`src/rtl/uart_wb_master.sv`:
```
// uart_wb_master: turns single-word requests from the UART packet decoder
// into Wishbone classic bus cycles, with a response timeout and a sticky
// bus_error flag for aborted transactions.
//
//   state  | meaning
//   -------+-----------------------------------------------------------
//   S_IDLE | waiting for a rising edge on cpu_start
//   S_BUS  | Wishbone cycle open, waiting for ack/err or timeout
//   S_DONE | bus released, cpu_active drops at the next edge
module uart_wb_master #(
    parameter int            dw       = 32,
    parameter int            aw       = 32,
    parameter int            TIMEOUT  = 255,
    parameter logic [dw-1:0] ERR_DATA = dw'(32'hDEAD_BEEF)
) (
    input  logic          clk,
    input  logic          rst,
    input  logic [aw-1:0] cpu_address,
    input  logic          cpu_start,
    input  logic [3:0]    cpu_selection,
    input  logic          cpu_write,
    input  logic [dw-1:0] cpu_data_wr,
    output logic [dw-1:0] cpu_data_rd,
    output logic          cpu_active,
    output logic          bus_error,
    output logic [aw-1:0] wb_adr_o,
    output logic [dw-1:0] wb_dat_o,
    output logic [3:0]    wb_sel_o,
    output logic          wb_we_o,
    output logic          wb_cyc_o,
    output logic          wb_stb_o,
    input  logic [dw-1:0] wb_dat_i,
    input  logic          wb_ack_i,
    input  logic          wb_err_i
);

    typedef enum logic [1:0] {
        S_IDLE = 2'd0,
        S_BUS  = 2'd1,
        S_DONE = 2'd2
    } state_t;

    // The counter starts at 0 on acceptance, so the abort fires on the
    // edge that closes the TIMEOUT-th bus cycle.
    localparam logic [7:0] TO_LAST = 8'(TIMEOUT - 1);

    state_t     r_state;
    state_t     w_state_next;
    logic       r_start_q;
    logic       r_armed;
    logic [7:0] r_cnt;

    logic       w_accept;
    logic       w_in_bus;
    logic       w_timeout;
    logic       w_finish;
    logic       w_abort;

    // State register.
    always_ff @(posedge clk) begin
        if (rst) begin
            r_state <= S_IDLE;
        end else begin
            r_state <= w_state_next;
        end
    end

    // Next-state logic.
    always_comb begin
        w_state_next = r_state;
        case (r_state)
            S_IDLE:  if (w_accept) w_state_next = S_BUS;
            S_BUS:   if (w_finish) w_state_next = S_DONE;
            S_DONE:  w_state_next = S_IDLE;
            default: w_state_next = S_IDLE;
        endcase
    end

    // Control strobes: acceptance, completion and abort decisions.
    // r_armed blocks a cpu_start that was already high through reset.
    always_comb begin
        w_accept  = (r_state == S_IDLE) && cpu_start && !r_start_q && r_armed;
        w_in_bus  = (r_state == S_BUS);
        w_timeout = (r_cnt >= TO_LAST);
        w_finish  = w_in_bus && (wb_ack_i || wb_err_i || w_timeout);
        w_abort   = w_in_bus && (wb_err_i || (!wb_ack_i && w_timeout));
    end

    // Registered outputs, start edge detector and timeout counter.
    always_ff @(posedge clk) begin
        if (rst) begin
            r_start_q   <= 1'b0;
            r_armed     <= 1'b0;
            r_cnt       <= 8'd0;
            cpu_data_rd <= '0;
            cpu_active  <= 1'b0;
            bus_error   <= 1'b0;
            wb_adr_o    <= '0;
            wb_dat_o    <= '0;
            wb_sel_o    <= 4'd0;
            wb_we_o     <= 1'b0;
            wb_cyc_o    <= 1'b0;
            wb_stb_o    <= 1'b0;
        end else begin
            r_start_q <= cpu_start;
            if (!cpu_start) begin
                r_armed <= 1'b1;
            end

            if (w_accept) begin
                wb_adr_o   <= cpu_address;
                wb_dat_o   <= cpu_data_wr;
                wb_sel_o   <= cpu_selection;
                wb_we_o    <= cpu_write;
                wb_cyc_o   <= 1'b1;
                wb_stb_o   <= 1'b1;
                cpu_active <= 1'b1;
                bus_error  <= 1'b0;
                r_cnt      <= 8'd0;
            end else if (w_finish) begin
                wb_cyc_o <= 1'b0;
                wb_stb_o <= 1'b0;
                wb_we_o  <= 1'b0;
                if (!wb_we_o) begin
                    cpu_data_rd <= w_abort ? ERR_DATA : wb_dat_i;
                end
                if (w_abort) begin
                    bus_error <= 1'b1;
                end
            end else if (w_in_bus) begin
                if (r_cnt != 8'hFF) begin
                    r_cnt <= r_cnt + 8'd1;
                end
            end else if (r_state == S_DONE) begin
                cpu_active <= 1'b0;
            end
        end
    end

endmodule

```
`config.mk`:
```
export PLATFORM = sky130hd
export DESIGN_NAME = uart_wb_master
export DESIGN_NICKNAME = d
export VERILOG_FILES = /design/src/rtl/uart_wb_master.sv
export SDC_FILE = /design/constraint.sdc
export NUM_CORES = 1
export LEC_CHECK = 0
export ABC_AREA = 1
export ABC_CLOCK_PERIOD_IN_PS = 2900
export BUFFER_PORTS_ARGS = -buffer_cell sky130_fd_sc_hd__buf_2
export CAP_MARGIN = 20
export CORE_MARGIN = 4
export CORE_UTILIZATION = 34
export CTS_BUF_LIST = sky130_fd_sc_hd__clkbuf_8 sky130_fd_sc_hd__clkbuf_16
export CTS_CLUSTER_SIZE = 12
export DETAILED_ROUTE_END_ITERATION = 10
export GPL_TIMING_DRIVEN = 0
export PLACE_DENSITY_LB_ADDON = 0.3
export SKIP_LAST_GASP = 1
export SLEW_MARGIN = 0
export SYNTH_ARGS = -nofsm -noshare
export SYNTH_HDL_FRONTEND = slang
export SYNTH_SLANG_ARGS = --single-unit
```
`constraint.sdc`:
```
create_clock -name clk -period 2.9 [get_ports clk]
set_input_delay 0.29 -clock clk [delete_from_list [all_inputs] [get_ports clk]]
set_output_delay 0.29 -clock clk [all_outputs]
set_load 0.02 [all_outputs]
```
* Word level (Yosys, flattened, before mapping)
Index checks and enable logic that the tools add are counted.
** Storage, ports and cells
- Flip-flop bits (word level) :: 116
- Bits in latches :: 0
- RAM bits :: 0
- Memory bits (read-only) :: 0
- Input port bits :: 106
- Output and inout bits :: 105
- Logic and storage cells :: 55
- Memories :: 0
** Operators by class
- Add/sub/neg operators :: 1
- Multipliers :: 0
- Div/mod/pow operators :: 0
- $lt $le $gt $ge :: 1
- Equal/unequal tests :: 7
- Shifts and indexed selects :: 0
- Muxes and demuxes :: 11
- Bitwise operators :: 3
- Reduce and logical (&&, ||, !) cells :: 20
** Operators with widths (number)
- two-way mux 32 bit :: 1
- AND reduction 3 bit :: 3
- adder 8 x 1 -> 8 bit (second input constant) :: 1
- >= comparator 8 bit (second input constant) :: 1
- != test 8 bit (second input constant) :: 1
- two-way mux 1 bit :: 7
- logical AND 1 bit :: 6
- != test 2 bit (second input constant) :: 3
- two-way mux 2 bit :: 2
- case mux 2 bit (2 select lines) :: 1
- AND reduction 2 bit :: 2
- nonzero test 2 bit :: 2
- logical OR 1 bit :: 3
- inverter 1 bit :: 3
- equality test 2 x 1 -> 1 bit (second input constant) :: 1
- equality test 2 bit (second input constant) :: 1
- logical NOT 1 bit :: 2
- logical NOT 2 bit :: 1
- != test 2 x 1 -> 1 bit (second input constant) :: 1
- OR reduction 2 bit :: 1

* Longest topological paths before layout
Gate-level depths: netlist (run 1).
- Depth in word-level cells :: 6
- Gate-level depth with buffers :: 11
- Depth with buffers taken out :: 11

* Worst setup path after synthesis (run 1)
OpenSTA, ideal clock, no wires.
- Kind :: flip-flop to flip-flop
- Start point :: register r_cnt[0]
- End point :: register r_cnt[2]
- Library setup time :: 0.115 ns
- Arrival :: 1.334 ns
- Required time :: 2.785 ns
- Setup slack :: 1.451 ns
- Stages on the path, launching flop included :: 11
- Buffers on the path :: 0
- Period minus slack after synthesis :: 1.449 ns
- Path through :: dfxtp_1 inv_1 ha_1 nor2_1 nor2_1 nand2_2 nand3_1 nor2_2 nand3_1 nand2_1 nor2_1
** On the way
- Longest elaborated chain between the ends :: 5
- Elaborated cells on any way between the ends :: 7
- Those cells by class :: add/sub: 1; order compare: 1; eq/ne: 1; bitwise: 1; reduce/logical: 3
** RTL lines
- start, declared :: line 51 : logic [7:0] r_cnt;
- start signal, assigned :: line 132 : r_cnt <= r_cnt + 8'd1;
- >= comparator 8 bit :: line 84 : w_timeout = (r_cnt >= TO_LAST);
- logical OR 1 bit :: line 85 : w_finish = w_in_bus && (wb_ack_i || wb_err_i || w_timeout);
- logical AND 1 bit :: line 85
- inverter 1 bit (no line)
- AND reduction 3 bit (no line)
Parallel ways exist; a longest one is shown, timed or not.
A chain may end at the register's enable or synchronous reset.

* Worst setup path after layout (run 1)
- Start point :: register r_cnt[0]
- End point :: register r_cnt[5]
Same word-level chain as after synthesis.

==> results.toml, run 1 <==
[placed_design]
portBuffers = 209
hpwlAfterDp_um = 9690
routabilityCongestion = 0.780
pre_cts_slack_ns = 1.19

[die]
pin_count = 211
die-width_um = 125
die_h_um = 125
start_util_pct = 35.0
row_count = 42
die_area_um2 = 15700
core_region_area_um2 = 13400

[drt]
ant_nets = 0
vias = 4594
drtIter0Drc = 194
firstDrtPassIters = 4
drt_wl_total_um = 13000
routedWlPerCell_um = 12.6
drc = 0
avgViaCountPerCell = 4.45

[logic_synthesis]
synth_area_per_cell_um2 = 7.60
synth_nets = 725
ys_types = 25
syn_inst = 617
ys_seq_area_share_pct = 49.5
ys_seq_elements = 116
yosysTopAreaCellShare_pct = 49.5
netlist_area_um2 = 4690
ys_warn_count = 0
synth_top_cells_by_area = "dfxtp_1, a21oi_1, inv_1"
yosysTopAreaCell = "dfxtp_1"

[worst_hold_path]
hp-class = "input port to flip-flop"

[sta]
rsz0062_at_grt = "no"
hold_violations = 0
worst_pin_slew_ns = 0.478
finalSetupViolCount = 0
drv_slew = 0
tns_ns = 0
skew_ns = 0.0106
period_share_pct = 59.6
setup_slack_ns = 1.17
relSlewSlack_pct = 68.1
period_minus_slack_ns = 1.73
max_freq_ghz = 0.578

[layout]
final_common_cell = "buf_2"
area_growth_pct = 39.5
num_antenna_cells = 0
fillers = 1386
drive_gt1_share_pct = 33.6
nets = 953
final_cell_mix = "buf_2, inv_1, dfxtp_1, a21oi_1, nand2_1"

[status]
outcome = "finished clean"

[global_routing]
grt_util_met3_pct = 8.06
grt_start_max_net_pins = 17
grt_antenna_before_repair = 1
grt_use_met1_pct = 19.8
grt_busiest_layer = "met2"
grt_pass1_vias = 4383
grt_use_met2_pct = 25.8
gr-usage-all-layers_pct = 16.5
grt_pass1_wl_um = 21100
grt.overflow.total = 0

[clock_network]
post_cts_buffers = 0
clk_pin_slew_worst_paths_ns = 0.05
clk_latency_ns = 0.41
cts_resized = 0
cts_max_path_buffers = 2
cts_sinks = 116
hold_buffers = 0
tritoncts = "done"
clk_root_buffer_cell = "clkbuf_16"
htree_levels = 4
cts_made_buffers = 17

[critical_path]
required_ns = 3.19
timing_worst_setup_path_type = "flip-flop to flip-flop"
start_kind = "flip-flop"
cp.arrival_ns = 2.02
cp-end-kind = "flip-flop"
critPathMaxFanout = 9

[job]
drv_cap = 0

[pwr]
vdd_drop_max_mv = 0.363
leakage_uw = 0.00316
power_density_nw_per_um2 = 650
## synth_stat cells (all sizes together)
master,count
a21oi,131
inv,118
dfxtp,116
nand2,95
o21ai,71
nor2,26
buf,21
clkbuf,17
nand3,11
nand4,3
ha,2
nor3,2
xnor2,2
clkinv,1
nor4,1
## critical path, cell delays in order, from the launching register on
cell and delay, ns:
dfxtp_1 0.37, inv_1 0.07, ha_1 0.19, nor2_1 0.09
nor2_1 0.07, nand2_2 0.08, nand3_1 0.16, nor2_2 0.35
nand3_1 0.11, nand2_1 0.08, nor2_1 0.04
## worst paths after layout
check | startpoint | end | slack (ns) | cells past startpoint
worst min-delay path | wb_dat_i[8] | cpu_data_rd[8] | 0.12 | 3
worst min register to register | wb_adr_o[9] | wb_adr_o[9] | 0.44 | 2
worst max register to register | r_cnt[0] | r_cnt[5] | 1.17 | 10
worst max-delay path | r_cnt[0] | r_cnt[5] | 1.17 | 10
## area by class of cell
cell class	instances	area, µm²	area share, %
flip-flops and latches	116	2320	35.5
multi-input cells	344	1710	26.1
repair buffers	209	1050	16.0
clock buffers	21	480	7.34
inverters	119	452	6.90
well taps	176	220	3.37
plain buffers	38	213	3.25
clock inverters	9	105	1.61
## layer usage
layer,part of all wire (%),up-vias,routed length (µm)
li1,-,2397,-
met4,1.6,2,208
met3,11,19,1430
met5,0.10,-,13
met2,45,162,5870
met1,42,2014,5510
## flip-flops by register name, summed over array words and instances (netlist names)
signal and cells:
cpu_data_rd 32, cpu_active 1, r_cnt 8, wb_sel_o 4, r_start_q 1, wb_stb_o 1
wb_adr_o 32, wb_we_o 1, bus_error 1, r_armed 1, wb_dat_o 32, r_state 2
## kinds of logic (layout without fill, tap and decap cells)
family                   count (synthesis)  in the layout  synth area share, %
AND/OR/NAND/NOR                        138            138                 12.5
XOR/XNOR                                 2              2                0.373
adder cells (fa/ha/maj)                  2              2                0.533
flip-flops                             116            116                 49.5
AO/OA/AOI/OAI                          202            202                 23.0
buffers and inverters                  157            396                 14.2
## metrics by stage
step	std cells	area [µm²]	hold slack (ns)	total power [µW]	util (%)
after floorplan	617	4690	0.415	2040	-
after global placement	1002	5960	0.429	2230	44.5
after detailed placement	1002	5960	0.432	2240	44.5
after CTS	1032	6540	0.101	4300	48.8
after global routing	1032	6540	0.113	4440	48.8
final	1032	6540	0.116	4250	48.8
## report_power, final
| part | internal (µW) | switching (µW) | total (µW) |
|---|---|---|---|
| sequential | 1680 | 38.3 | 1710 |
| clock | 1340 | 711 | 2050 |
| combinational | 183 | 303 | 487 |
Note: power is estimated with default switching activity, not from simulation.
==> run 2, diff against run 1 <==
Settings changed: ABC_CLOCK_PERIOD_IN_PS 2900 to 1500.
Clock period 2.9 ns to 1.5 ns, I/O delays scaled along.
==> run 2 against run 1 <==
Effect of this change: critical path type unchanged; clock skew fell by 0.0011 ns; critical endpoint is now r_cnt[0]; register-to-register slack got worse by 1.2 ns; final area rose by 14%; die area did not move; global-route usage rose by 1.4 points; sequential power rose by 94%; utilization rose by 6.7 points.
==> results.toml, run 2 (same netlist as run 1, synthesis figures left out) <==
[status]
outcome = "finished clean"

[layout]
seqCellArea_um2 = 2340
final_common_cell = "buf_2"
largest_registers = "cpu_data_rd x32, wb_adr_o x32, wb_dat_o x32"
post-route-util_pct = 55.5
multi_input_area_um2 = 2020
area_growth_pct = 58.6
num_antenna_cells = 0
instances_no_fill = 1080
fillers = 1268
postLayoutCellArea_um2 = 7440
final_cell_mix = "buf_2, inv_1, dfxtp_1, a21oi_1, o21ai_0"
nets = 1001
drive_gt1_share_pct = 42.7

[sta]
period_share_pct = 99.5
tns_ns = 0
relSlewSlack_pct = 70.6
setup_slack_ns = 0.00791
rsz0062_at_grt = "yes"
drv_slew = 0
period_minus_slack_ns = 1.49
finalSetupViolCount = 0
max_freq_ghz = 0.670
worst_pin_slew_ns = 0.441
hold_violations = 0
skew_ns = 0.00947

[critical_path]
cp.arrival_ns = 1.82
worst-r2r-cell-count = 10
cp_common_cell = "nor2_4"
rr_endpoint = "r_cnt[0]"
critical-path-top-delay-family = "simple AND/OR/NAND/NOR gates"
timing_worst_setup_path_type = "flip-flop to flip-flop"
required_ns = 1.83
crit_slowest_cell = "dfxtp_2"
start_kind = "flip-flop"
critPathMaxFanout = 5
cp_cell_sequence = "inv_2 > ha_4 > nor2_4 > nor2_4 > nand2_2 > buf_6 > nand3_4 > nor2_2 > nand2_1 > a21oi_1"
cp_slowest_stage_delay_ns = 0.33
reg2reg_from = "r_cnt[0]"
cp-end-kind = "flip-flop"
crit_buf_inv = 2
rrSetupSlack_ns = 0.008

[die]
row_count = 42
die_h_um = 125
die-width_um = 125
die_area_um2 = 15700
pin_count = 211
start_util_pct = 35.0
core_region_area_um2 = 13400

[job]
drv_cap = 0

[worst_hold_path]
hp-class = "input port to flip-flop"
hold_end = "wb_dat_o[23]"
holdPathStages = 3
worstHoldStart = "cpu_data_wr[23]"

[drt]
routedWlPerCell_um = 13.4
vias = 4878
avgViaCountPerCell = 4.52
drt_wl_total_um = 14500
drc = 0
ant_nets = 0
firstDrtPassIters = 4
drtIter0Drc = 175

[pwr]
power_density_nw_per_um2 = 1130
vdd_drop_max_mv = 0.703
leakage_uw = 0.00347

[global_routing]
gr-usage-all-layers_pct = 17.9
grt_antenna_before_repair = 0
grt.overflow.total = 0
grt_pass1_wl_um = 23000
grt_pass1_vias = 4768
grt_start_max_net_pins = 17

[clock_network]
tritoncts = "done"
cts_made_buffers = 17
clk_latency_ns = 0.41
cts_max_path_buffers = 2
clk_root_buffer_cell = "clkbuf_16"
htree_levels = 4
clk_pin_slew_worst_paths_ns = 0.05
cts_sinks = 116

[placed_design]
pre_cts_slack_ns = -0.210
place_inst = 1002
place_area_um2 = 5960
portBuffers = 209
hpwlAfterDp_um = 9690
routabilityCongestion = 0.780
[run 2: cell count changes in the layout (fill, tap and decap cells not counted), sizes merged]
| cell | delta |
|---|---|
| nor2 | +1 |
| inv | +1 |
| buf | +19 |
| dlygate4sd3 | +26 |
| nand3 | +1 |
[run 2: power breakdown]
part	switching (µW)	leakage [µW]	internal [µW]
sequential	77.3	0.000950	3240
combinational	659	0.00224	466
clock	1390	0.000284	2590
[run 2: tightest hold or removal path, stage by stage]
cell     delay (ns)
buf_2          0.07
o21ai_1        0.06
a21oi_1        0.10
[run 2: worst max path at each step]
stage                           end  depth (start not counted)  startpoint  slack, ns
floorplan                  r_cnt[2]                         10    r_cnt[0]       0.05
global placement           r_cnt[2]                         10    r_cnt[0]      -0.21
detailed placement         r_cnt[5]                         10    r_cnt[0]      -0.21
CTS                 cpu_data_rd[14]                         13    r_cnt[0]     -0.008
global route               r_cnt[5]                         11    r_cnt[0]      -0.07
finish                     r_cnt[0]                         10    r_cnt[0]      0.008
[run 2: what timing repair did]
item / in CTS / in global routing
endpoints found under the hold margin: 26 / 0
pin swaps: 13 / 10
buffers inserted: 12 / 2
endpoints found under the setup margin: 109 / 110
gates cloned: 7 / 1
hold buffers: 26 / 0
gates resized for setup: 44 / 89
[run 2: per-stage QoR]
step	hold slack (ns)	total power, µW
global placement	0.387	4320
finish	0.0106	8410
CTS	0.000227	8420
floorplan	0.275	3930
detailed placement	0.387	4330
global route	0.0113	8770
[run 2: layout make-up]
cell class / count / share of cell area [%]
tap: 176 / 2.96
clock inverter: 9 / 1.41
timing repair buffer: 254 / 20.9
inverter: 119 / 6.17
sequential: 116 / 31.4
timing repair inverter: 1 / 0.0841
clock buffer: 21 / 6.46
multi-input combinational: 346 / 27.1
buffer: 38 / 3.45
[run 2: metal layers]
metal  vias to the layer above  wire [µm]  track usage, %
li1                       2502          -               -
met2                       177       6930            29.1
met5                         -          0               0
met1                      2171       5860            20.6
met3                        28       1440            8.06
met4                         0        295            6.82
